<file path="config.mk">
export PLATFORM = sky130hd
export DESIGN_NAME = dllp_ack_proc_flat
export DESIGN_NICKNAME = d
export VERILOG_FILES = /design/src/rtl/dllp_ack_proc_if.sv /design/src/rtl/dllp_ack_proc.sv /design/src/flat_wrapper.sv
export SDC_FILE = /design/constraint.sdc
export NUM_CORES = 1
export LEC_CHECK = 0
export CAP_MARGIN = 40
export CORE_UTILIZATION = 40
export DETAILED_ROUTE_END_ITERATION = 10
export DONT_BUFFER_PORTS = 1
export GPL_TIMING_DRIVEN = 1
export PLACE_DENSITY = 0.59
export SETUP_SLACK_MARGIN = 0.5
export SYNTH_ARGS = -nofsm -noshare
export SYNTH_HDL_FRONTEND = slang
export SYNTH_SLANG_ARGS = --single-unit
</file>
<file path="constraint.sdc">
create_clock -name i_clk -period 4.5 [get_ports i_clk]
set_input_delay 0.45 -clock i_clk [delete_from_list [all_inputs] [get_ports i_clk]]
set_output_delay 0.45 -clock i_clk [all_outputs]
set_load 0.02 [all_outputs]
</file>
<file path="src/rtl/dllp_ack_proc_if.sv">
// DLLP receive beats, transmitter sequence state and replay-buffer controls
// exchanged between the ACK/NAK processor and its neighbours.
interface dllp_ack_proc_if;
   logic        dllp_valid;
   logic        dllp_sop;
   logic [15:0] dllp_data;
   logic [11:0] next_tx_seq;
   logic        busy_n;
   logic [1:0]  ack_nack;
   logic [11:0] seq;
   logic        tim_out;
   logic [11:0] acked_seq;
   logic        dllp_err;
   logic [1:0]  err_code;
   logic        link_retrain;

   modport master (
      output dllp_valid, dllp_sop, dllp_data, next_tx_seq, busy_n,
      input  ack_nack, seq, tim_out, acked_seq, dllp_err, err_code, link_retrain
   );

   modport slave (
      input  dllp_valid, dllp_sop, dllp_data, next_tx_seq, busy_n,
      output ack_nack, seq, tim_out, acked_seq, dllp_err, err_code, link_retrain
   );
endinterface

</file>
<file path="src/rtl/dllp_ack_proc.sv">
// Receive-side ACK/NAK processor: frames 3-beat DLLPs, checks CRC-16 and
// sequence range, and owns the replay timer, REPLAY_NUM and AckD_SEQ.
//
// state | meaning
// IDLE  | waiting for beat 0 (valid & sop)
// B1    | beat 0 held, waiting for beat 1
// B2    | beat 1 held, beat 2 (CRC) is checked as it arrives
// CHK   | verdict of the previous DLLP is on the outputs; a new beat 0 is accepted
module dllp_ack_proc #(
   parameter int TIMER_LIMIT = 711
) (
   input logic            i_clk,
   input logic            i_reset,
   dllp_ack_proc_if.slave bus
);

   localparam int TW = $clog2(TIMER_LIMIT);

   typedef enum logic [1:0] {S_IDLE, S_B1, S_B2, S_CHK} state_t;

   state_t      r_state, w_state_nxt;
   logic [15:0] r_beat0, r_beat1;
   logic [11:0] r_acked;
   logic [11:0] r_seq;
   logic [1:0]  r_ack_nack;
   logic        r_tim_out;
   logic        r_dllp_err;
   logic [1:0]  r_err_code;
   logic        r_link_retrain;
   logic [TW-1:0] r_timer;
   logic [1:0]  r_replay_num;

   logic        w_b0, w_b1, w_b2, w_frm_err;
   logic        w_crc_ok, w_crc_err, w_seq_err, w_fwd, w_nak;
   logic        w_in_rng, w_elig, w_tc, w_tmo, w_rn_inc;
   logic [7:0]  w_type;
   logic [11:0] w_s, w_d, w_out;

   // MSB-first CRC-16 (poly 100B, init FFFF), transmitted complemented
   function automatic logic [15:0] crc16(input logic [31:0] d);
      logic [15:0] c;
      c = 16'hFFFF;
      for (int i = 31; i >= 0; i--) begin
         if (c[15] ^ d[i]) c = {c[14:0], 1'b0} ^ 16'h100B;
         else              c = {c[14:0], 1'b0};
      end
      return ~c;
   endfunction

   always_ff @(posedge i_clk) begin
      if (i_reset) r_state <= S_IDLE;
      else         r_state <= w_state_nxt;
   end

   always_comb begin
      w_state_nxt = r_state;
      w_b0        = bus.dllp_valid & bus.dllp_sop;
      w_b1        = 1'b0;
      w_b2        = 1'b0;
      w_frm_err   = 1'b0;
      case (r_state)
         S_IDLE: if (w_b0) w_state_nxt = S_B1;
         S_B1: begin
            if (w_b0) begin
               w_frm_err   = 1'b1;
               w_state_nxt = S_B1;
            end else if (bus.dllp_valid) begin
               w_b1        = 1'b1;
               w_state_nxt = S_B2;
            end
         end
         S_B2: begin
            if (w_b0) begin
               w_frm_err   = 1'b1;
               w_state_nxt = S_B1;
            end else if (bus.dllp_valid) begin
               w_b2        = 1'b1;
               w_state_nxt = S_CHK;
            end
         end
         S_CHK: w_state_nxt = w_b0 ? S_B1 : S_IDLE;
         default: w_state_nxt = S_IDLE;
      endcase
   end

   assign w_type    = r_beat0[15:8];
   assign w_s       = r_beat1[11:0];
   assign w_out     = bus.next_tx_seq - r_acked - 12'd1;
   assign w_d       = w_s - r_acked;
   assign w_in_rng  = (w_d <= w_out);
   assign w_crc_ok  = (crc16({r_beat0, r_beat1}) == bus.dllp_data);
   assign w_crc_err = w_b2 & ~w_crc_ok;
   assign w_fwd     = w_b2 & w_crc_ok & (w_type == 8'h00) & (w_d != 12'd0) & w_in_rng;
   assign w_nak     = w_b2 & w_crc_ok & (w_type == 8'h10) & w_in_rng;
   assign w_seq_err = w_b2 & w_crc_ok & ((w_type == 8'h00) | (w_type == 8'h10)) & ~w_in_rng;

   // An ACK/NAK committing in the timeout cycle wins over the timeout
   assign w_elig   = (w_out != 12'd0) & bus.busy_n;
   assign w_tc     = w_elig & (r_timer == TW'(TIMER_LIMIT - 1));
   assign w_tmo    = w_tc & ~w_fwd & ~w_nak;
   assign w_rn_inc = (w_nak & (w_d == 12'd0)) | w_tmo;

   always_ff @(posedge i_clk) begin
      if (i_reset) begin
         r_beat0        <= '0;
         r_beat1        <= '0;
         r_acked        <= 12'hFFF;
         r_seq          <= '0;
         r_ack_nack     <= 2'b00;
         r_tim_out      <= 1'b0;
         r_dllp_err     <= 1'b0;
         r_err_code     <= 2'b00;
         r_link_retrain <= 1'b0;
         r_timer        <= '0;
         r_replay_num   <= 2'd0;
      end else begin
         if (w_b0) r_beat0 <= bus.dllp_data;
         if (w_b1) r_beat1 <= bus.dllp_data;

         r_ack_nack <= w_fwd ? 2'b01 : (w_nak ? 2'b10 : 2'b00);
         if (w_fwd | w_nak) r_seq <= w_s;
         if (w_fwd | (w_nak & (w_d != 12'd0))) r_acked <= w_s;

         r_dllp_err <= w_frm_err | w_crc_err | w_seq_err;
         r_err_code <= w_frm_err ? 2'b11 : (w_crc_err ? 2'b01 : (w_seq_err ? 2'b10 : 2'b00));
         r_tim_out  <= w_tmo;

         if (w_fwd | w_nak | ~w_elig | w_tc) r_timer <= '0;
         else                                r_timer <= r_timer + TW'(1);

         if (w_fwd)                            r_replay_num <= 2'd0;
         else if (w_nak & (w_d != 12'd0))      r_replay_num <= 2'd1;
         else if (w_rn_inc)                    r_replay_num <= r_replay_num + 2'd1;
         r_link_retrain <= w_rn_inc & (r_replay_num == 2'd3);
      end
   end

   assign bus.ack_nack     = r_ack_nack;
   assign bus.seq          = r_seq;
   assign bus.tim_out      = r_tim_out;
   assign bus.acked_seq    = r_acked;
   assign bus.dllp_err     = r_dllp_err;
   assign bus.err_code     = r_err_code;
   assign bus.link_retrain = r_link_retrain;

endmodule
</file>
<file path="src/flat_wrapper.sv">
// flat-port wrapper written by rule: the top's interface ports become plain ports
module dllp_ack_proc_flat 
#(
   parameter int TIMER_LIMIT = 711
)
  (i_clk, i_reset, bus_dllp_valid, bus_dllp_sop, bus_dllp_data, bus_next_tx_seq, bus_busy_n, bus_ack_nack, bus_seq, bus_tim_out, bus_acked_seq, bus_dllp_err, bus_err_code, bus_link_retrain);
  dllp_ack_proc_if bus_i ();
  input logic i_clk;
  input logic i_reset;
  input wire logic [$bits(bus_i.dllp_valid)-1:0] bus_dllp_valid;
  input wire logic [$bits(bus_i.dllp_sop)-1:0] bus_dllp_sop;
  input wire logic [$bits(bus_i.dllp_data)-1:0] bus_dllp_data;
  input wire logic [$bits(bus_i.next_tx_seq)-1:0] bus_next_tx_seq;
  input wire logic [$bits(bus_i.busy_n)-1:0] bus_busy_n;
  output wire logic [$bits(bus_i.ack_nack)-1:0] bus_ack_nack;
  output wire logic [$bits(bus_i.seq)-1:0] bus_seq;
  output wire logic [$bits(bus_i.tim_out)-1:0] bus_tim_out;
  output wire logic [$bits(bus_i.acked_seq)-1:0] bus_acked_seq;
  output wire logic [$bits(bus_i.dllp_err)-1:0] bus_dllp_err;
  output wire logic [$bits(bus_i.err_code)-1:0] bus_err_code;
  output wire logic [$bits(bus_i.link_retrain)-1:0] bus_link_retrain;
  assign bus_i.dllp_valid = bus_dllp_valid;
  assign bus_i.dllp_sop = bus_dllp_sop;
  assign bus_i.dllp_data = bus_dllp_data;
  assign bus_i.next_tx_seq = bus_next_tx_seq;
  assign bus_i.busy_n = bus_busy_n;
  assign bus_ack_nack = bus_i.ack_nack;
  assign bus_seq = bus_i.seq;
  assign bus_tim_out = bus_i.tim_out;
  assign bus_acked_seq = bus_i.acked_seq;
  assign bus_dllp_err = bus_i.dllp_err;
  assign bus_err_code = bus_i.err_code;
  assign bus_link_retrain = bus_i.link_retrain;
  dllp_ack_proc #(.TIMER_LIMIT(TIMER_LIMIT)) u_core (.i_clk(i_clk), .i_reset(i_reset), .bus(bus_i));
endmodule
</file>
==> results_dict.tcl, run 1 <==
set metrics [dict create \
    outcome "finished with violations" \
    violations "DRC" \
    die_h_um 124.8 \
    grt_pass1_wl_mm 25.72 \
    htree_levels 3 \
    start_util_pct 41.16 \
    synthCells 680 \
    cts_tree "yes" \
    area_growth_syn_to_layout_pct 18.25 \
    grt_pass1_vias 4967 \
    crit_path_top_delay_cell "dfxtp_4" \
    drive_above_1_share_pct 21.55 \
    min_path_type "in2reg" \
    drc 17 \
    swShare_pct 36.79 \
    critPathRequiredTime_ps 4730 \
    cts_buffers 9 \
    stdcell_count 908 \
    nFillCells 1410 \
    dieArea_um2 15560 \
    dp_cells 873 \
    synth_mux_area_share_pct 2.159 \
    met3_usage_pct 4.940 \
    synth.distinct_cells 73 \
    gp_congestion 0.8847 \
    synth-seq-cells 77 \
    setup_viol 0 \
    syn_nets 759 \
    r2r_cells 20 \
    fmax_ghz 0.2338 \
    io_buffers 0 \
    max_slew_margin_pct 51.74 \
    combPwrFrac_pct 52.5 \
    gr-total-overflow 0 \
    dp_hpwl_mm 12.68 \
    drt_pre_antenna_iters 7 \
    period_needed_ps 4277 \
    rrSetupSlack_ps 220 \
    ant_nets 0 \
    worstHoldStart "i_reset" \
    start_kind "flip-flop" \
    clk_path_buf_depth 2 \
    pin_count 64 \
    use_met2_pct 37.71 \
    yosysTopAreaCellShare_pct 25.58 \
    vias_per_cell 5.335 \
    grt_usage_pct 21.47 \
    synthTopCellsByArea "dfxtp_1 26%, xnor2_1 9.7%, ha_1 9.1%" \
    clk_pin_slew_ps 60 \
    cts.sinks 77 \
    powerDensity_nw_per_um2 417.6 \
    p_seq_share_pct 24.1 \
    vias 4844 \
    synth_top_family_by_area "XOR/XNOR gates" \
    fp-row-count 44 \
    arrival_ps 4510 \
    worst_pin_slew_ps 723.8 \
    whs_ps 164.3 \
    finalCritPeriodShare_pct 95.05 \
    holdPathStages 1 \
    pre_cts_slack_ps -58.31 \
    yosysMostFrequentCell "nand2_1" \
    avgSynthCellArea_um2 8.863 \
    rsz0062_at_grt "yes" \
    end_kind "flip-flop" \
    synth_compound_area_share_pct 13.76 \
    setup-tns-final_ps 0 \
    grt-busiest-layer "met2" \
    drtIter0Drc 282 \
    max_stage_delay_ps 430 \
    crit_type "reg2reg" \
    clkPwrFrac_pct 23.4 \
    r2r_end "u_core.bus.link_retrain" \
    grt_max_degree 53 \
    timing.final.ws_setup_ps 222.6 \
    async_flop_share_pct 0 \
    wl_per_cell_um 17.95 \
    power.switching_mw 1.095 \
    drt-total-wl_mm 16.30 \
    drv_slew 0 \
    finalNetCount 798 \
    synth-xor-area-share_pct 26.22 \
    skew_ps 8.481 \
    synth_edf_count 0 \
    clock_latency_ps 340 \
    die_x_um 124.8 \
    critPathMaxFanout 4 \
    ys_seq_area_share_pct 25.58 \
    core-area_um2 14640 \
    synth_commonest_cells "114 x nand2_1, 77 x dfxtp_1, 67 x xnor2_1" \
    antenna_found_initial 0 \
    irDropWorstVdd_uv 224.6 \
    yosys.area_share.simple_pct 17.29 \
    synth_fa_ha_area_share_pct 9.799 \
    power.internal_mw 1.881 \
    path_cells "ha_4 > inv_1 > fa_2 > a21o_1 > a21oi_2 > o21bai_1 > a21oi_2 > o21bai_1 > a21oi_2 > nor3_1 > a311o_1 > ha_1 > nand4_1 > or2_4 > o22ai_4 > o2111ai_1 > a211oi_2 > buf_4 > o32ai_1 > and3_1" \
    synth.cell_area_um2 6027 \
    num_antenna_cells 0 \
    yosysTopAreaCell "dfxtp_1" \
    hold_violations 0 \
    cpMostUsedCell "a21oi_2" \
    maxCapViolations 0 \
    cts_root_buf "clkbuf_16" \
    yosys_warnings 0 \
    synth_ff_type "dfxtp_1" \
    met1_usage_pct 25.65 \
    hold_path_end "u_core.r_beat0[12]" \
    leakage_nw 3.124 \
    rr_startpoint "u_core.bus.acked_seq[0]" \
]
## layout make-up
class	count	area [um2]	area share, %
Clock buffer	12	256.5	3.599
Clock inverter	4	28.78	0.4038
Inverter	42	165.2	2.317
Tap cell	184	230.2	3.230
Multi-Input combinational cell	539	4501	63.15
Timing Repair Buffer	50	387.9	5.442
Sequential cell	77	1558	21.86
## worst max-delay path by stage
| stage | startpoint | end | depth (start not counted) |
|---|---|---|---|
| 3_5_place_dp | u_core.bus.acked_seq[0] | u_core.bus.acked_seq[11] | 25 |
| 3_3_place_gp | u_core.bus.acked_seq[0] | u_core.r_replay_num[0] | 24 |
| 4_1_cts | u_core.bus.acked_seq[0] | u_core.bus.seq[10] | 23 |
| 6_report | u_core.bus.acked_seq[0] | u_core.bus.link_retrain | 20 |
| 5_1_grt | u_core.r_beat1[0] | u_core.bus.seq[6] | 21 |
| 2_1_floorplan | u_core.bus.acked_seq[1] | u_core.bus.acked_seq[11] | 24 |
## placed cells by master (no fill, tap or decap), types with 4 or more instances in the layout
master,netlist,layout
nand2_1,114,114
dfxtp_1,77,68
xnor2_1,67,60
a21oi_1,62,53
buf_4,0,49
ha_1,44,39
inv_1,41,36
xor2_1,34,32
nor2_1,27,26
mux2i_1,13,13
xnor3_1,13,12
a21o_1,10,10
nor3_1,13,10
xnor2_2,4,10
a21oi_2,0,9
clkbuf_16,0,9
nand3_1,9,8
and3_1,7,7
nand4_1,7,7
dfxtp_2,0,7
o21a_1,6,6
o21ai_2,0,6
nand2b_1,6,6
xnor3_2,5,6
nor2b_1,6,5
and2_1,5,5
ha_4,0,5
o21bai_1,4,4
o211ai_1,4,4
nor4_1,6,4
## per-layer routing
metal,wire length [um],vias to the layer above
met1,7105,2326
met4,306,0
li1,-,2411
met2,8061,89
met5,0,-
met3,827,18
## timing repair
action,CTS,global route
setup buffers,10,8
pin swaps,26,14
gates cloned,1,0
gates resized for setup,25,23
setup endpoints to repair,42,42
hold buffers,0,0
## kinds of logic (layout without fill, tap and decap cells)
logic type | Yosys count | after routing
fa+ha+maj | 46 | 46
xor+xnor | 132 | 132
buf+inv | 65 | 108
mux | 13 | 13
simple gates | 221 | 222
compound gates | 126 | 126
flops | 77 | 77
## power by group through the flow
stage / clock, mW / combinational (mW) / sequential (mW)
floorplan: 0 / 1.21 / 0.725
global placement: 0 / 1.45 / 0.731
detailed placement: 0 / 1.48 / 0.732
CTS: 0.716 / 1.52 / 0.717
global route: 0.743 / 1.68 / 0.719
finish: 0.697 / 1.56 / 0.717
## worst max-delay path, delay by kind of cell, from the launching register on
family | cells | cell delay (ps)
AO/OA/AOI/OAI | 11 | 2050
adder cells (fa/ha/maj) | 3 | 820
buffers and inverters | 2 | 210
flip-flops | 1 | 430
AND/OR/NAND/NOR | 4 | 660
## per-stage QoR
| stage | utilization (%) | area, um2 | power (mW) |
|---|---|---|---|
| 2_1_floorplan | - | 6181 | 1.937 |
| 3_3_place_gp | 44.36 | 6496 | 2.178 |
| 3_5_place_dp | 44.36 | 6496 | 2.214 |
| 4_1_cts | 47.54 | 6962 | 2.955 |
| 5_1_grt | 48.67 | 7127 | 3.138 |
| 6_report | 48.67 | 7127 | 2.976 |
## sequential cells by signal, indices dropped and copies added, names as in the netlist
register,flops
u_core.bus.dllp_err,1
u_core.r_timer,10
u_core.r_state,2
u_core.bus.ack_nack,2
u_core.r_beat1,16
u_core.bus.acked_seq,12
u_core.bus.err_code,2
u_core.bus.tim_out,1
u_core.r_replay_num,2
u_core.bus.link_retrain,1
u_core.r_beat0,16
u_core.bus.seq,12
Power figures use the tool's default switching activity.
==> run 2: changes to the inputs <==
--- a/config.mk
+++ b/config.mk
@@ -6,11 +6,11 @@
 export NUM_CORES = 1
 export LEC_CHECK = 0
 export CAP_MARGIN = 40
-export CORE_UTILIZATION = 40
+export CORE_UTILIZATION = 35
 export DETAILED_ROUTE_END_ITERATION = 10
 export DONT_BUFFER_PORTS = 1
 export GPL_TIMING_DRIVEN = 1
-export PLACE_DENSITY = 0.59
+export PLACE_DENSITY = 0.54
 export SETUP_SLACK_MARGIN = 0.5
 export SYNTH_ARGS = -nofsm -noshare
 export SYNTH_HDL_FRONTEND = slang
==> run 2 against run 1 <==
Effect of this change:
- the flow now finishes without violations
- critical path depth up 3
- sequential share of layout area down 0.97 points
- sequential power about the same
- critical path type unchanged
- highest routed layer unchanged
==> results_dict.tcl, run 2 (synthesis gave the netlist of run 1 again) <==
set metrics [dict create \
    outcome "finished, final reports clean" \
    antenna_found_initial 0 \
    finalNetCount 825 \
    drtIter0Drc 271 \
    wl_per_cell_um 17.57 \
    clk_pin_slew_ps 60 \
    fp-row-count 47 \
    dp_hpwl_mm 12.69 \
    drc 0 \
    max_slew_margin_pct 45.75 \
    placed_cell_area_um2 6599 \
    gp_congestion 0.8382 \
    postCtsHoldBufs 0 \
    grt_max_degree 53 \
    arrival_ps 4410 \
    rr_startpoint "u_core.bus.acked_seq[1]" \
    whs_ps 176.2 \
    grt_usage_pct 19.48 \
    rrSetupSlack_ps 300 \
    dp_cells 915 \
    path_cells "inv_6 > ha_4 > a21o_1 > a21oi_2 > o21ai_2 > a21oi_2 > o21ai_2 > a211o_1 > a21oi_4 > xnor2_2 > inv_1 > ha_1 > a21o_1 > a21o_1 > a21oi_2 > o21ai_2 > o22ai_4 > inv_2 > nor2_2 > inv_1 > a211o_2 > a311oi_1 > a211oi_2" \
    vias 4909 \
    post-route-util_pct 44.77 \
    grt_pass1_wl_mm 26.25 \
    clk_path_buf_depth 2 \
    crit_type "reg2reg" \
    die_h_um 133.2 \
    use_met2_pct 32.87 \
    nFillCells 1628 \
    maxCapViolations 0 \
    finalCritPeriodShare_pct 93.41 \
    irDropWorstVdd_uv 253.9 \
    clock_latency_ps 340 \
    cts_tree "yes" \
    grt-busiest-layer "met2" \
    io_buffers 0 \
    ant_nets 0 \
    pre_cts_slack_ps 11.63 \
    grt_pass1_vias 5016 \
    met1_usage_pct 23.97 \
    cts_buffers 9 \
    max_stage_delay_ps 430 \
    worstHoldStart "i_reset" \
    timing.final.ws_setup_ps 296.7 \
    mostFrequentLayoutCells "114 x nand2_1, 72 x buf_4, 67 x dfxtp_1" \
    met3_usage_pct 4.072 \
    cts_root_buf "clkbuf_16" \
    fmax_ghz 0.2379 \
    start_util_pct 36.09 \
    min_path_type "in2reg" \
    start_kind "flip-flop" \
    power_mw 3.003 \
    crit_path_top_delay_cell "dfxtp_4" \
    stdcell_count 971 \
    rsz0062_at_grt "yes" \
    end_kind "flip-flop" \
    largestRegisters "u_core.r_beat0 x16, u_core.r_beat1 x16" \
    pin_count 64 \
    setup_viol 0 \
    worst_pin_slew_ps 802.8 \
    area_growth_syn_to_layout_pct 24.06 \
    leakage_nw 3.253 \
    cts.sinks 77 \
    design_area_um2 7477 \
    htree_levels 3 \
    mostFrequentLayoutCell "nand2_1" \
    drt_pre_antenna_iters 7 \
    skew_ps 9.295 \
    die_x_um 133.2 \
    num_antenna_cells 0 \
    period_needed_ps 4203 \
    dieArea_um2 17750 \
    critPathRequiredTime_ps 4710 \
    core-area_um2 16700 \
    gr-total-overflow 0 \
    drt-total-wl_mm 17.06 \
    critPathMaxFanout 4 \
    setup-tns-final_ps 0 \
    drive_above_1_share_pct 25.70 \
    drv_slew 0 \
    powerDensity_nw_per_um2 401.6 \
    hold_violations 0 \
    vias_per_cell 5.056 \
    crit_path_start "u_core.bus.acked_seq[1]" \
]
[run 2: changes by cell type in the layout (fill, tap and decap cells not counted), moves of 2 or more]
| cell | before | now |
|---|---|---|
| buf_6 | 0 | 4 |
| xor2_2 | 2 | 4 |
| xor2_1 | 32 | 30 |
| inv_4 | 2 | 0 |
| buf_4 | 49 | 72 |
[run 2: power by group]
group / internal, mW / switching [mW] / leakage (nW)
sequential: 0.696 / 0.0203 / 0.626
clock: 0.390 / 0.294 / 0.136
combinational: 0.808 / 0.794 / 2.49
[run 2: final timing paths]
check / endpoint / depth (start not counted)
max: u_core.r_replay_num[0] / 23
min: u_core.bus.seq[11] / 1
max reg2reg: u_core.r_replay_num[0] / 23
min reg2reg: u_core.r_beat1[14] / 2
[run 2: final cells by class]
class	instances	area (um2)	share of cell area (%)
Clock buffer	11	242.7	3.246
Clock inverter	5	35.03	0.4685
Inverter	42	162.7	2.175
Multi-Input combinational cell	538	4567	61.08
Sequential cell	77	1562	20.88
Tap cell	220	275.3	3.681
Timing Repair Buffer	78	633.1	8.467
[run 2: metal layers]
metal,vias up,part of all wire [%]
met1,2321,43
met4,0,2.3
li1,2454,-
met5,-,0
met2,109,48
met3,25,6.5
[run 2: timing repair]
action                     CTS  global route
setup endpoints to repair   41            42
pin swaps                   34            16
gates cloned                 3             0
buffers inserted            26            11
gates resized for setup     42            24
[run 2: critical path, delay by kind of cell (launching register included)]
kind / cells / cell delay [ps]
buffers and inverters: 4 / 250
DFF: 1 / 430
adders and majority gates: 2 / 540
and+or+nand+nor: 1 / 70
xor gates and xnor gates: 1 / 150
AOI/OAI and AO/OA: 15 / 2630
==> run 3: changes to the inputs <==
--- a/config.mk
+++ b/config.mk
@@ -9,6 +9,7 @@
 export CORE_UTILIZATION = 35
 export DETAILED_ROUTE_END_ITERATION = 10
 export DONT_BUFFER_PORTS = 1
+export GPL_ROUTABILITY_DRIVEN = 1
 export GPL_TIMING_DRIVEN = 1
 export PLACE_DENSITY = 0.54
 export SETUP_SLACK_MARGIN = 0.5
==> results of run 3 <==
No change in the layout: final DEF, timing and power equal those of run 2.
